### src/rtl/lo_gap_pkg.sv
// Shared types and defaults for the LF downlink gap (pwr_lo) encoder.
// LO_GAP_ENCODER_START_GAP_EN adds the frame-start gap state to the enum.
package lo_gap_pkg;

  localparam int unsigned LEN_W_DEF = 8;

  typedef enum logic [2:0] {
    ST_IDLE      = 3'd0,
`ifdef LO_GAP_ENCODER_START_GAP_EN
    ST_START_GAP = 3'd1,
`endif
    ST_GAP       = 3'd2,
    ST_MARK      = 3'd3,
    ST_HOLD      = 3'd4
  } state_e;

  // One downlink bit as held in the buffer / current-bit register.
  typedef struct packed {
    logic data;
    logic last;
  } bit_entry_t;

endpackage

### src/rtl/lo_tick_counter.sv
// Carrier-tick-gated up-counter with load, enable and a combinational done.
// Target of 0 is stored as 1; the count saturates rather than wrapping.
module lo_tick_counter #(
  parameter int unsigned CNT_W = 8
) (
  input  logic             i_clk,
  input  logic             i_rst_n,
  input  logic             i_load,
  input  logic [CNT_W-1:0] i_len,
  input  logic             i_en,
  input  logic             i_tick,
  output logic             o_done_c
);

  logic [CNT_W-1:0] r_cnt;
  logic [CNT_W-1:0] r_tgt;

  always_ff @(posedge i_clk) begin
    if (!i_rst_n) begin
      r_cnt <= '0;
      r_tgt <= CNT_W'(1);
    end else if (i_load) begin
      r_cnt <= '0;
      r_tgt <= (i_len == '0) ? CNT_W'(1) : i_len;
    end else if (i_en && i_tick && (r_cnt != '1)) begin
      r_cnt <= r_cnt + CNT_W'(1);
    end
  end

  // Asserted on the tick that completes the programmed length.
  assign o_done_c = i_tick && (r_cnt == (r_tgt - CNT_W'(1)));

endmodule

### src/rtl/lo_gap_encoder.sv
// Gap/mark downlink encoder: each bit is a field-off gap then a field-on mark.
// Define LO_GAP_ENCODER_START_GAP_EN for a 2*gap_len start gap before each frame.
module lo_gap_encoder
  import lo_gap_pkg::*;
#(
  parameter int unsigned LEN_W = LEN_W_DEF
) (
  input  logic             pck0,
  input  logic             reset_n,
  input  logic             carrier_tick,
  input  logic [LEN_W-1:0] gap_len,
  input  logic [LEN_W-1:0] zero_len,
  input  logic [LEN_W-1:0] one_len,
  input  logic             bit_in,
  input  logic             bit_last,
  input  logic             bit_valid,
  output logic             bit_ready,
  output logic             field_off,
  output logic             busy,
  output logic             underrun
);

`ifdef LO_GAP_ENCODER_START_GAP_EN
  localparam int unsigned CNT_W = LEN_W + 1;
`else
  localparam int unsigned CNT_W = LEN_W;
`endif

  state_e           r_state;
  state_e           w_state_nxt;
  bit_entry_t       r_buf;
  bit_entry_t       r_cur;
  logic             r_buf_valid;
  logic             r_bit_ready;
  logic             r_field_off;
  logic             r_busy;
  logic             r_underrun;
  logic [LEN_W-1:0] r_zero_len;
  logic [LEN_W-1:0] r_one_len;

  logic             w_accept;
  logic             w_enter_gap;
  logic             w_frame_start;
  logic             w_set_underrun;
  logic             w_cnt_load;
  logic             w_cnt_en;
  logic             w_cnt_done;
  logic [CNT_W-1:0] w_cnt_len;
  logic             w_off_nxt;

  assign w_accept = bit_valid & r_bit_ready;

`ifdef LO_GAP_ENCODER_START_GAP_EN
  assign w_cnt_en  = (r_state == ST_GAP) || (r_state == ST_MARK) || (r_state == ST_START_GAP);
  assign w_off_nxt = (w_state_nxt == ST_GAP) || (w_state_nxt == ST_START_GAP);
`else
  assign w_cnt_en  = (r_state == ST_GAP) || (r_state == ST_MARK);
  assign w_off_nxt = (w_state_nxt == ST_GAP);
`endif

  lo_tick_counter #(
    .CNT_W (CNT_W)
  ) u_tick_counter (
    .i_clk    (pck0),
    .i_rst_n  (reset_n),
    .i_load   (w_cnt_load),
    .i_len    (w_cnt_len),
    .i_en     (w_cnt_en),
    .i_tick   (carrier_tick),
    .o_done_c (w_cnt_done)
  );

  always_ff @(posedge pck0) begin
    if (!reset_n) r_state <= ST_IDLE;
    else          r_state <= w_state_nxt;
  end

  // Next state; every entry into GAP funnels through w_enter_gap.
  always_comb begin
    w_state_nxt    = r_state;
    w_enter_gap    = 1'b0;
    w_frame_start  = 1'b0;
    w_set_underrun = 1'b0;
    w_cnt_load     = 1'b0;
    w_cnt_len      = CNT_W'(gap_len);
    case (r_state)
      ST_IDLE: begin
        if (r_buf_valid && carrier_tick) begin
          w_frame_start = 1'b1;
`ifdef LO_GAP_ENCODER_START_GAP_EN
          w_state_nxt = ST_START_GAP;
          w_cnt_load  = 1'b1;
          w_cnt_len   = {gap_len, 1'b0};
`else
          w_enter_gap = 1'b1;
`endif
        end
      end
`ifdef LO_GAP_ENCODER_START_GAP_EN
      ST_START_GAP: begin
        if (w_cnt_done) w_enter_gap = 1'b1;
      end
`endif
      ST_GAP: begin
        if (w_cnt_done) begin
          w_state_nxt = ST_MARK;
          w_cnt_load  = 1'b1;
          w_cnt_len   = CNT_W'(r_cur.data ? r_one_len : r_zero_len);
        end
      end
      ST_MARK: begin
        if (w_cnt_done) begin
          if (r_cur.last) begin
            w_state_nxt = ST_IDLE;
          end else if (r_buf_valid) begin
            w_enter_gap = 1'b1;
          end else begin
            w_state_nxt    = ST_HOLD;
            w_set_underrun = 1'b1;
          end
        end
      end
      ST_HOLD: begin
        if (r_buf_valid && carrier_tick) w_enter_gap = 1'b1;
      end
      default: w_state_nxt = ST_IDLE;
    endcase
    if (w_enter_gap) begin
      w_state_nxt = ST_GAP;
      w_cnt_load  = 1'b1;
      w_cnt_len   = CNT_W'(gap_len);
    end
  end

  // Holding buffer, current bit and mark lengths latched at gap entry.
  always_ff @(posedge pck0) begin
    if (!reset_n) begin
      r_buf_valid <= 1'b0;
      r_buf       <= '0;
      r_cur       <= '0;
      r_zero_len  <= '0;
      r_one_len   <= '0;
      r_bit_ready <= 1'b0;
    end else begin
      if (w_accept) begin
        r_buf_valid <= 1'b1;
        r_buf       <= '{data: bit_in, last: bit_last};
      end else if (w_enter_gap) begin
        r_buf_valid <= 1'b0;
      end
      if (w_enter_gap) begin
        r_cur      <= r_buf;
        r_zero_len <= zero_len;
        r_one_len  <= one_len;
      end
      r_bit_ready <= ~(w_accept | (r_buf_valid & ~w_enter_gap));
    end
  end

  // Status outputs registered from the next state so they align with it.
  always_ff @(posedge pck0) begin
    if (!reset_n) begin
      r_field_off <= 1'b0;
      r_busy      <= 1'b0;
      r_underrun  <= 1'b0;
    end else begin
      r_field_off <= w_off_nxt;
      r_busy      <= (w_state_nxt != ST_IDLE);
      if (w_frame_start)       r_underrun <= 1'b0;
      else if (w_set_underrun) r_underrun <= 1'b1;
    end
  end

  assign bit_ready = r_bit_ready;
  assign field_off = r_field_off;
  assign busy      = r_busy;
  assign underrun  = r_underrun;

endmodule

### config.mk
export PLATFORM = sky130hd
export DESIGN_NAME = lo_gap_encoder
export DESIGN_NICKNAME = d
export VERILOG_FILES = /design/src/rtl/lo_gap_pkg.sv /design/src/rtl/lo_tick_counter.sv /design/src/rtl/lo_gap_encoder.sv
export SDC_FILE = /design/constraint.sdc
export NUM_CORES = 1
export LEC_CHECK = 0
export BUFFER_PORTS_ARGS = -buffer_cell sky130_fd_sc_hd__clkbuf_2
export CORE_AREA = 2 2 87 110
export DETAILED_ROUTE_END_ITERATION = 10
export DIE_AREA = 0 0 89 112
export GPL_TIMING_DRIVEN = 0
export SLEW_MARGIN = 20
export SYNTH_ARGS = -nofsm -noshare
export SYNTH_HDL_FRONTEND = slang
export SYNTH_SLANG_ARGS = --single-unit
### constraint.sdc
create_clock -name pck0 -period 3.5 [get_ports pck0]
set_clock_uncertainty 0.1 [all_clocks]
set_input_delay 0.7 -clock pck0 [delete_from_list [all_inputs] [get_ports pck0]]
set_output_delay 0.7 -clock pck0 [all_outputs]
set_load 0.02 [all_outputs]
Word level (Yosys, flattened, before mapping)
Index checks and enable logic that the tools add are counted.
{"block": "word_totals", "elab_cells": 66, "out_inout_bits": 4, "reg_bits": 44, "in_bits": 30}
{"block": "classes", "mux": 26, "bitwise": 6, "n_reduce_logical": 12, "add_sub_neg": 2, "n_eq_ne": 6}
{"op": "$mux 8", "count": 5}
{"op": "$mux 3", "count": 5}
{"op": "$mux 1", "count": 14}
{"op": "$eq 3x2->1 const B", "count": 3}
{"op": "$pmux 3 s3", "count": 1}
{"op": "$add 8x1->8 const B", "count": 1}
{"op": "$eq 8x8->1", "count": 1}
{"op": "$logic_not 8->1", "count": 1}
{"op": "$ne 8x8->1 const B", "count": 1}
{"op": "$sub 8x1->8 const B", "count": 1}
{"op": "$reduce_or 2->1", "count": 3}
{"op": "$logic_and 1x1->1", "count": 4}
{"op": "$eq 3x3->1 const B", "count": 1}
{"op": "$logic_not 3->1", "count": 1}
{"op": "$not 1->1", "count": 3}
{"op": "$reduce_bool 3->1", "count": 1}
{"op": "$and 1x1->1", "count": 2}
{"op": "$pmux 1 s2", "count": 1}
{"op": "$reduce_bool 2->1", "count": 1}
{"op": "$logic_or 1x1->1", "count": 1}
{"op": "$or 1x1->1", "count": 1}

Depth between registers and ports, before layout
Gate-level depths: netlist of run 1.
{"block": "depth", "word_depth": 9, "depth_mapped": 12, "depth_no_buf": 9}

Cells and area by module
From an unflattened synthesis of run 1, not the netlist that was laid out.
{"block": "unflattened", "hier_cells": 264, "hier_area_um2": 2334.7}
{"mod": "lo_gap_encoder", "seq_area_each_um2": 560.5, "area_each_um2": 1370.1, "instances": 1, "cells_per_inst": 156}
{"mod": "lo_tick_counter", "seq_area_each_um2": 320.3, "area_each_um2": 964.7, "instances": 1, "cells_per_inst": 108}

Worst setup path after synthesis of run 1
OpenSTA, ideal clock, no wires.
{"block": "synth_timing", "path_kind": "flip-flop to flip-flop", "start": "register u_tick_counter.r_tgt[0]", "end": "register u_tick_counter.r_tgt[4]", "setup_ps": 123, "t_arrival_ps": 1962, "path_buffers": 3, "stages_incl_launch_ff": 12, "setup_slack_ps": 1315, "t_required_ps": 3277, "cell_sequence": "dfxtp_1 inv_1 ha_1 clkbuf_1 nand2_1 xnor2_1 nor4_2 a31oi_1 buf_4 buf_12 mux2i_1 o22ai_1"}
{"block": "synth_between", "elab_chain_cells": 8, "word_cells_on_any_way": 13}
{"item": "from (decl)", "line": "lo_tick_counter.sv:16", "rtl": "logic [CNT_W-1:0] r_tgt;"}
{"item": "from (signal assigned)", "line": "lo_tick_counter.sv:24", "rtl": "r_tgt <= (i_len == '0) ? CNT_W'(1) : i_len;"}
{"item": "$sub 8x1->8 (*)", "line": "lo_tick_counter.sv:31", "rtl": "assign o_done_c = i_tick && (r_cnt == (r_tgt - CNT_W'(1)));"}
{"item": "$eq 8x8->1 (*)", "line": "lo_tick_counter.sv:31"}
{"item": "$logic_and 1x1->1 (*)", "line": "lo_tick_counter.sv:31"}
{"item": "$mux 1 or $mux 8 (tied branches)", "line": "lo_gap_encoder.sv:112, lo_gap_encoder.sv:105"}
{"item": "$pmux 1 s2 or $mux 8 (tied branches)", "line": "lo_gap_encoder.sv:86", "rtl": "case (r_state)"}
{"item": "$mux 8", "line": "lo_gap_encoder.sv:128", "rtl": "if (w_enter_gap) begin"}
{"item": "$logic_not 8->1", "line": "lo_tick_counter.sv:24"}
{"item": "$mux 8", "line": "lo_tick_counter.sv:24"}
Mark *: on every way between the ends. The rest lies on a longest branch, timed or not.
A chain may end at the register's enable or synchronous reset.

Final worst setup path of run 1
{"block": "layout_timing", "start": "register u_tick_counter.r_tgt[0]", "end": "register u_tick_counter.r_tgt[6]"}
The elaborated chain is that of the path after synthesis.

==> results of run 1 <==
## power groups by stage
| stage | registers [mW] | logic, mW | clock network, mW |
|---|---|---|---|
| finish | 0.529 | 0.142 | 0.555 |
| global route | 0.531 | 0.159 | 0.589 |
| CTS | 0.529 | 0.143 | 0.567 |
| detailed placement | 0.541 | 0.142 | 0 |
| global placement | 0.540 | 0.140 | 0 |
| floorplan | 0.540 | 0.0954 | 0 |
## registers in the layout, indices dropped and copies added (netlist names)
name	count
r_buf_valid	1
bit_ready	1
u_tick_counter.r_cnt	8
r_buf	2
u_tick_counter.r_tgt	8
field_off	1
underrun	1
r_zero_len	8
r_cur	2
r_one_len	8
r_state	3
busy	1
## cell usage in the layout, fill, tap and decap left out, types with 4 or more instances in the layout
master     instances
dfxtp_1           44
nor3_1             4
nand4_1            5
nor2_1            38
o22ai_1            7
xnor2_1           11
nor2b_1            5
inv_1              4
clkbuf_16          5
clkbuf_1           8
mux2i_1           34
nand2_1           13
nand3_1            5
o21ai_0            6
xor2_1             9
a21oi_1            7
clkbuf_2          33
## worst paths after layout
check                             to
max          u_tick_counter.r_tgt[6]
min                         r_buf[0]
max reg2reg  u_tick_counter.r_tgt[6]
min reg2reg                 r_buf[0]
## per-layer routing
metal,track usage [%],wire length (µm),up-vias
li1,-,-,926
met1,13.0,2160,829
met2,17.8,2500,42
met3,2.15,162,8
met4,4.38,89,0
met5,0,0,-
## cell type report
type	count	area, µm²
timing repair buffer	33	165
sequential	44	881
fill	986	6290
clock buffer	6	139
buffer	12	73.8
clock inverter	2	38.8
multi-input combinational	180	1230
tap	123	154
inverter	4	15.0
## through the flow
| step | hold WS (ns) | worst slack [ns] | cell area, µm² |
|---|---|---|---|
| 2_1_floorplan | 0.336 | 1.32 | 2200 |
| 3_3_place_gp | 0.349 | 1.03 | 2510 |
| 3_5_place_dp | 0.352 | 0.962 | 2510 |
| 4_1_cts | 0.361 | 0.950 | 2690 |
| 5_1_grt | 0.372 | 0.694 | 2690 |
| 6_report | 0.358 | 0.928 | 2690 |
## worst max-delay path, cell delays in order, from the launching register on
cell	delay (ns)
dfxtp_1	0.45
inv_1	0.07
ha_1	0.19
clkbuf_1	0.18
o21bai_1	0.20
a211oi_1	0.26
o21bai_1	0.11
nand2_1	0.14
and3_1	0.16
buf_2	0.19
nand4_2	0.23
o22ai_1	0.22
## logic make-up after synthesis
| logic type | count (synthesis) | synth area share [%] |
|---|---|---|
| buf+inv | 16 | 4.05 |
| fa+ha+maj | 2 | 1.14 |
| xor+xnor | 20 | 7.98 |
| mux | 34 | 15.5 |
| simple gates | 90 | 21.0 |
| flops | 44 | 40.1 |
| compound gates | 34 | 10.2 |
==> flow_metrics.env, run 1 <==
export IMPL_rsz0062_at_grt="false"
export IMPL_synth_area_um2=2200
export IMPL_grt_usage_pct=10.6
export IMPL_cts_setup_buffers=0
export IMPL_hold_viol_final=0
export IMPL_yosys_top_cells_area="dfxtp_1 (40%), mux2i_1 (15%), nor2_1 (6.5%)"
export IMPL_status="finished clean"
export IMPL_r2r_slack_ns=0.93
export IMPL_first_pass_iters=4
export IMPL_syn_nets=272
export IMPL_place_congestion=0.825
export IMPL_cts_resized=0
export IMPL_initialDrtViolationCount=32
export IMPL_tns_ns=0
export IMPL_drtAntennaViolNets=0
export IMPL_seqPwrFrac_pct=43.2
export IMPL_cts_htree_levels=2
export IMPL_fin_nets=312
export IMPL_power_frac_clock_pct=45.3
export IMPL_overflow=0
export IMPL_ys_ff_latch=44
export IMPL_fmax_mhz=389
export IMPL_final_core_util_pct=30.0
export IMPL_worst_hold_path_num_cells=2
export IMPL_critical_path_class="reg2reg"
export IMPL_drive_gt1_share_pct=18.9
export IMPL_layoutNonFillerInstCount=404
export IMPL_crit_start="u_tick_counter.r_tgt[0]"
export IMPL_power_switching_uw=288
export IMPL_clock_latency_ns=0.29
export IMPL_crit_required_ns=3.61
export IMPL_final_min_clock_period_ns=2.57
export IMPL_rows=39
export IMPL_dieWidth_um=89
export IMPL_diodes=0
export IMPL_yosysTopAreaCell="dfxtp_1"
export IMPL_syn_area_per_cell_um2=9.15
export IMPL_initial_core_util_pct=24.5
export IMPL_finalCritPeriodShare_pct=73.5
export IMPL_dp_cells=396
export IMPL_switching_share_pct=23.5
export IMPL_wl_um=4910
export IMPL_grt_pass1_vias=1712
export IMPL_async_flop_share_pct=0
export IMPL_cp_max_fo=7
export IMPL_r2r_cells=11
export IMPL_synth_seq_area_share_pct=40.1
export IMPL_p_leak_nw=1.20
export IMPL_setup_viol=0
export IMPL_ys_warn_count=0
export IMPL_core_um2=8980
export IMPL_io_pins=34
export IMPL_grt_antenna_before_repair=0
export IMPL_drt_vias_per_instance=4.47
export IMPL_cts_tree="done"
export IMPL_endpoint_kind="flop"
export IMPL_worstMarginPinSlew_ns=0.550
export IMPL_wl_per_cell_um=12.2
export IMPL_ys_types=43
export IMPL_syn_to_final_growth_pct=22.6
export IMPL_slew_violations=0
export IMPL_p_total_mw=1.23
export IMPL_drv_cap=0
export IMPL_hold_class="reg2reg"
export IMPL_die_y_um=112
export IMPL_clockBufferDepth=2
export IMPL_p_per_area_nw_per_um2=455
export IMPL_drc=0
export IMPL_cts_made_buffers=5
export IMPL_cp_arrival_ns=2.69
export IMPL_netlist_area_leader_share_pct=40.1
export IMPL_path_clk_slew_ns=0.06
export IMPL_p_int_uw=938
export IMPL_slew_headroom_pct=63.3
export IMPL_synth_common_cells="dfxtp_1 (44), nor2_1 (38), mux2i_1 (34), nand2_1 (13), xnor2_1 (11)"
export IMPL_holdCritStartpoint="r_buf[0]"
export IMPL_irDropWorstVdd_v=0.000272
export IMPL_clock_sinks=44
export IMPL_synthCells=240
export IMPL_r2r_start="u_tick_counter.r_tgt[0]"
export IMPL_grt_max_degree=15
export IMPL_ys_flop_type="dfxtp_1"
export IMPL_cts_hold_buf=0
export IMPL_grt_pass1_wl_um=8250
export IMPL_root_buffer="clkbuf_16"
export IMPL_combPwrFrac_pct=11.6
export IMPL_vias=1805
export IMPL_setup_worst_path_start_class="flop"
export IMPL_die_area_um2=9970
export IMPL_synth_edf_count=0
export IMPL_synth_most_common_cell="dfxtp_1"
export IMPL_hpwl_um=3920
export IMPL_portBuffers=33
(Power assumes the default switching activity.)
==> inputs of run 2 (changes only) <==
- ABC_AREA: unset -> 1
- CORE_AREA: 2 2 87 110 -> 2 2 89 113
- DIE_AREA: 0 0 89 112 -> 0 0 91 115
- clock period: 3.5 -> 2.5 ns (I/O delays scaled with it)
==> run 2 against run 1 <==
  * Critical path depth rose by 7
  * Sequential cell count is the same
  * Synthesized area is 4.4% higher
  * Count of clock-buffer cells in the layout is the same
  * First-iteration DRC count rose to 2.9 times the previous value
  * Synthesized cell count rose by 41%
  * Clock power rose by 32%
  * Routed wire length is 14% higher
  * Core utilization grew 0.73 points
  * Design area rose by 7.3%
  * Combinational power is 92% higher
  * Critical endpoint is now u_tick_counter.r_tgt[0]
  * Largest power group is now registers
==> flow_metrics.env, run 2 <==
export IMPL_initial_core_util_pct=24.4
export IMPL_place_congestion=0.853
export IMPL_cp_max_fo=6
export IMPL_worst_path_most_repeated_cell="nand2_1"
export IMPL_dieWidth_um=91
export IMPL_muxShareOfSynthArea_pct=0
export IMPL_clock_latency_ns=0.28
export IMPL_slew_headroom_pct=57.2
export IMPL_fmax_mhz=423
export IMPL_netlist_area_leader_share_pct=38.4
export IMPL_worstMarginPinSlew_ns=0.640
export IMPL_drive_gt1_share_pct=20.9
export IMPL_synth_top_family_by_area="simple AND/OR/NAND/NOR gates"
export IMPL_synth_seq_area_share_pct=38.4
export IMPL_crit_buf_inv=3
export IMPL_cp_top_family="simple AND/OR/NAND/NOR gates"
export IMPL_final_core_util_pct=30.7
export IMPL_overflow=0
export IMPL_cts_made_buffers=5
export IMPL_synthSimpleGateAreaFrac_pct=36.2
export IMPL_syn_nets=370
export IMPL_root_buffer="clkbuf_16"
export IMPL_clockBufferDepth=2
export IMPL_critical_path_class="reg2reg"
export IMPL_final_min_clock_period_ns=2.37
export IMPL_rows=40
export IMPL_first_pass_iters=5
export IMPL_hold_viol_final=0
export IMPL_path_cells="inv_1 -> ha_4 -> inv_1 -> nand2_1 -> nand3_1 -> nand2_1 -> nor2_2 -> nand2_2 -> nor2_8 -> nand3_4 -> clkbuf_16 -> nand2_1 -> nand2_1 -> nor2_1 -> nand2_1 -> nor2_1 -> nor2_1 -> nor2_1"
export IMPL_hold_class="in2reg"
export IMPL_synth_common_cells="nand2_1 (69), nor2_1 (61), dfxtp_1 (44), o21ai_0 (37), inv_1 (34)"
export IMPL_endpoint_kind="flop"
export IMPL_critical_path_max_stage_delay_ns=0.33
export IMPL_synth_compound_area_share_pct=12.3
export IMPL_hpwl_um=4250
export IMPL_synthCells=338
export IMPL_mostFrequentLayoutCells="nand2_1 (69), nor2_1 (60), dfxtp_1 (43), o21ai_0 (37), inv_1 (34)"
export IMPL_setup_worst_path_start_class="flop"
export IMPL_slew_violations=0
export IMPL_drtAntennaViolNets=0
export IMPL_cts_htree_levels=2
export IMPL_portBuffers=33
export IMPL_ys_types=29
export IMPL_grt_antenna_before_repair=0
export IMPL_irDropWorstVdd_v=0.000366
export IMPL_clock_sinks=44
export IMPL_synth_fa_ha_area_share_pct=1.09
export IMPL_cts_tree="done"
export IMPL_p_per_area_nw_per_um2=608
export IMPL_io_pins=34
export IMPL_die_area_um2=10500
export IMPL_ys_warn_count=0
export IMPL_yosys_top_cells_area="dfxtp_1 (38%), nand2_1 (11%), nor2_1 (10%)"
export IMPL_fillers=1077
export IMPL_final_common_cell="nand2_1"
export IMPL_path_clk_slew_ns=0.06
export IMPL_wl_per_cell_um=10.9
export IMPL_synth_xor_area_share_pct=3.44
export IMPL_drv_cap=0
export IMPL_syn_to_final_growth_pct=26.0
export IMPL_drt_vias_per_instance=4.32
export IMPL_crit_required_ns=2.62
export IMPL_syn_area_per_cell_um2=6.79
export IMPL_core_um2=9410
export IMPL_fin_nets=419
export IMPL_status="finished clean"
export IMPL_die_y_um=115
export IMPL_initialDrtViolationCount=93
export IMPL_ys_ff_latch=44
export IMPL_vias=2222
export IMPL_diodes=0
export IMPL_wl_um=5600
export IMPL_cp_arrival_ns=2.48
export IMPL_tns_ns=0
export IMPL_async_flop_share_pct=0
export IMPL_grt_pass1_vias=2208
export IMPL_synth_most_common_cell="nand2_1"
export IMPL_grt_max_degree=14
export IMPL_grt_usage_pct=10.9
export IMPL_synth_area_um2=2290
export IMPL_synth_edf_count=0
export IMPL_grt_pass1_wl_um=9470
export IMPL_critical_path_slowest_cell="dfxtp_1"
export IMPL_yosysTopAreaCell="dfxtp_1"
export IMPL_finalCritPeriodShare_pct=94.6
export IMPL_setup_viol=0
export IMPL_drc=0
export IMPL_p_leak_nw=1.32
export IMPL_ys_flop_type="dfxtp_1"
## run 2: cells by family after synthesis
family | Yosys count
flops | 44
xor+xnor | 9
compound gates | 56
buf+inv | 48
simple gates | 179
fa+ha+maj | 2
## run 2: layout make-up
cell class              instances  area [µm²]  area share (%)
plain buffers                  10        60.1            2.08
clock buffers                   6         129            4.46
clock inverters                 2        35.0            1.21
inverters                      38         143            4.94
multi-input cells             246        1230            42.6
flip-flops and latches         44         885            30.6
well taps                     126         158            5.45
repair buffers                 42         250            8.66
## run 2: through the flow
stage	hold WS, ns	instance area [µm²]	instances	total power, mW	setup slack (ns)
finish	0.337	2890	514	1.76	0.135
global route	0.355	2890	514	1.85	-0.0390
CTS	0.334	2780	505	1.75	0.0446
detailed placement	0.344	2620	497	1.01	-0.0183
global placement	0.336	2620	497	1.00	-0.0295
floorplan	0.325	2290	338	0.933	0.367
## run 2: tightest hold or removal path, stage by stage
cell      delay (ns)
clkbuf_2        0.07
nor2_1          0.03
nor2_1          0.08
## run 2: path summary, 6_finish.rpt
kind                                 from                 endpoint  depth (start not counted)  slack (ns)
setup reg to reg  u_tick_counter.r_tgt[1]  u_tick_counter.r_tgt[0]                         18        0.13
hold / removal                 one_len[6]             r_one_len[6]                          3        0.34
setup / recovery  u_tick_counter.r_tgt[1]  u_tick_counter.r_tgt[0]                         18        0.13
hold reg to reg             r_zero_len[4]            r_zero_len[4]                          2        0.35
## run 2: power by group
group | leakage (nW) | internal (mW) | total [mW] | switching [mW]
Sequential | 0.357 | 0.732 | 0.753 | 0.0208
Combinational | 0.885 | 0.112 | 0.272 | 0.160
Clock | 0.0808 | 0.470 | 0.734 | 0.264
Total | 1.32 | 1.31 | 1.76 | 0.445
## run 2: per-layer routing
metal	GRT usage (%)	wire length (µm)	vias to the layer above
li1	-	-	1182
met4	3.74	94	0
met5	0	0	-
met1	11.5	2320	979
met2	21.8	3000	49
met3	1.90	184	12
## run 2: what timing repair did
action,in CTS,in global routing
endpoints found under the setup margin,6,32
hold buffers,0,0
resized for setup,1,5
hold endpoints to repair,0,0
gates cloned,0,1
buffers inserted,0,8
pin swaps,0,6
==> inputs of run 3 (changes only) <==
- BUFFER_PORTS_ARGS: -buffer_cell sky130_fd_sc_hd__clkbuf_2 -> unset
- CELL_PAD_IN_SITES_DETAIL_PLACEMENT: unset -> 1
- CELL_PAD_IN_SITES_GLOBAL_PLACEMENT: unset -> 2
- DONT_BUFFER_PORTS: unset -> 1
- PLACE_DENSITY_LB_ADDON: unset -> 0.1
==> run 3 against run 2 <==
  * Non-clock buffer count down 33
  * Routed wire length up 20%
  * Core utilization down 1.2 points
  * Critical path type unchanged
  * Combinational power down 6%
==> flow_metrics.env, run 3 (same netlist as run 2, synthesis figures left out) <==
export IMPL_status="finished clean"
export IMPL_fillers=1212
export IMPL_root_buffer="clkbuf_16"
export IMPL_crit_required_ns=2.58
export IMPL_rows=40
export IMPL_postPlaceCellArea_um2=2450
export IMPL_initialDrtViolationCount=56
export IMPL_finalCritPeriodShare_pct=94.4
export IMPL_regArea_um2=886
export IMPL_place_congestion=0.716
export IMPL_drive_gt1_share_pct=14.9
export IMPL_drt_vias_per_instance=4.46
export IMPL_cp_max_fo=7
export IMPL_wl_um=6710
export IMPL_drc=0
export IMPL_grt_pass1_wl_um=10900
export IMPL_clockBufferDepth=2
export IMPL_hold_class="in2reg"
export IMPL_cp_top_family="simple AND/OR/NAND/NOR gates"
export IMPL_fmax_mhz=424
export IMPL_drv_cap=0
export IMPL_vias=2147
export IMPL_hpwl_um=5170
export IMPL_grt_pass1_vias=2257
export IMPL_rsz0062_at_grt="true"
export IMPL_initial_core_util_pct=24.4
export IMPL_slew_violations=0
export IMPL_grt_antenna_before_repair=0
export IMPL_drtAntennaViolNets=0
export IMPL_p_per_area_nw_per_um2=643
export IMPL_critical_path_slowest_cell="dfxtp_4"
export IMPL_critical_path_max_stage_delay_ns=0.38
export IMPL_path_clk_slew_ns=0.07
export IMPL_clock_latency_ns=0.29
export IMPL_diodes=0
export IMPL_cp_arrival_ns=2.44
export IMPL_setup_viol=0
export IMPL_mostFrequentLayoutCells="nand2_1 (68), nor2_1 (60), dfxtp_1 (42), o21ai_0 (37), inv_1 (33)"
export IMPL_path_cells="inv_2 -> ha_4 -> nand2_1 -> inv_1 -> nor2_1 -> nand2_1 -> nor2_2 -> nand2_2 -> nor2_8 -> nand3_4 -> buf_8 -> buf_6 -> buf_4 -> nand3_4 -> clkbuf_16 -> nor2_1"
export IMPL_worstMarginPinSlew_ns=0.657
export IMPL_multi_input_area_um2=1270
export IMPL_endpoint_kind="flop"
export IMPL_setup_ws_ns=0.140
export IMPL_cts_made_buffers=5
export IMPL_cts_htree_levels=2
export IMPL_critical_path_class="reg2reg"
export IMPL_portBuffers=0
export IMPL_syn_to_final_growth_pct=21.0
export IMPL_core_um2=9410
export IMPL_pre_cts_ws_ns=-0.0973
export IMPL_final_min_clock_period_ns=2.36
export IMPL_first_pass_iters=4
export IMPL_wl_per_cell_um=14.0
export IMPL_crit_buf_inv=6
export IMPL_hold_viol_final=0
export IMPL_final_common_cell="nand2_1"
export IMPL_dieWidth_um=91
export IMPL_grt_usage_pct=13.5
export IMPL_fin_nets=386
export IMPL_die_area_um2=10500
export IMPL_irDropWorstVdd_v=0.000312
export IMPL_grt_max_degree=15
export IMPL_cts_tree="done"
export IMPL_clock_sinks=44
export IMPL_die_y_um=115
export IMPL_io_pins=34
export IMPL_setup_worst_path_start_class="flop"
export IMPL_stdcell_area_um2=2780
export IMPL_overflow=0
export IMPL_slew_headroom_pct=56.0
export IMPL_p_leak_nw=1.17
==> run 3: final cells by class <==
class                           instances  share of cell area [%]
Buffer                                 10                    2.34
Inverter                               38                    5.14
Clock buffer                            5                    4.51
Sequential cell                        44                    31.9
Timing Repair Buffer                    9                    3.20
Clock inverter                          3                    1.53
Tap cell                              126                    5.68
Multi-Input combinational cell        246                    45.7
==> run 3: through the flow <==
step           power (mW)  TNS (ns)  std cells  hold WS (ns)  util, %
6_report             1.78         0        481         0.243     29.5
5_1_grt              1.89    -0.164        481         0.244     29.5
4_1_cts              1.78         0        472         0.236     27.9
3_5_place_dp        0.992     -1.51        464         0.343     26.1
3_3_place_gp        0.990     -1.17        464         0.336     26.1
2_1_floorplan       0.933         0        338         0.325        -
==> run 3: repair_timing <==
item,4_1_cts,5_1_grt
pin swaps,0,4
setup buffers,0,8
gates cloned,0,1
endpoints found under the setup margin,24,38
hold buffers,0,0
gates resized for setup,2,17
==> run 3: worst reg2reg max path, stage by stage, from the launching register on <==
cell and delay, ns:
dfxtp_4 0.38, inv_2 0.06, ha_4 0.23, nand2_1 0.06, inv_1 0.03, nor2_1 0.07
nand2_1 0.07, nor2_2 0.09, nand2_2 0.09, nor2_8 0.19, nand3_4 0.10, buf_8 0.17
buf_6 0.13, buf_4 0.14, nand3_4 0.13, clkbuf_16 0.17, nor2_1 0.04
==> run 3: power by group <==
part	internal (mW)	total, mW	leakage (nW)	switching, mW
Sequential	0.732	0.757	0.358	0.0254
Combinational	0.0981	0.257	0.737	0.159
Clock	0.470	0.769	0.0798	0.299
==> run 3: path summary, 6_finish.rpt <==
kind         cells past startpoint                     from  slack, ns                 endpoint
max                             16  u_tick_counter.r_tgt[0]       0.14  u_tick_counter.r_cnt[3]
min                              2               one_len[3]       0.24             r_one_len[3]
max reg2reg                     16  u_tick_counter.r_tgt[0]       0.14  u_tick_counter.r_cnt[3]
min reg2reg                      2            r_zero_len[7]       0.35            r_zero_len[7]
==> run 3: routing by layer <==
layer | track usage, % | vias up | wire (µm)
li1 | - | 1115 | -
met1 | 14.3 | 1000 | 2700
met2 | 25.9 | 27 | 3700
met3 | 3.41 | 5 | 223
met4 | 4.55 | 0 | 83
met5 | 0 | - | 0
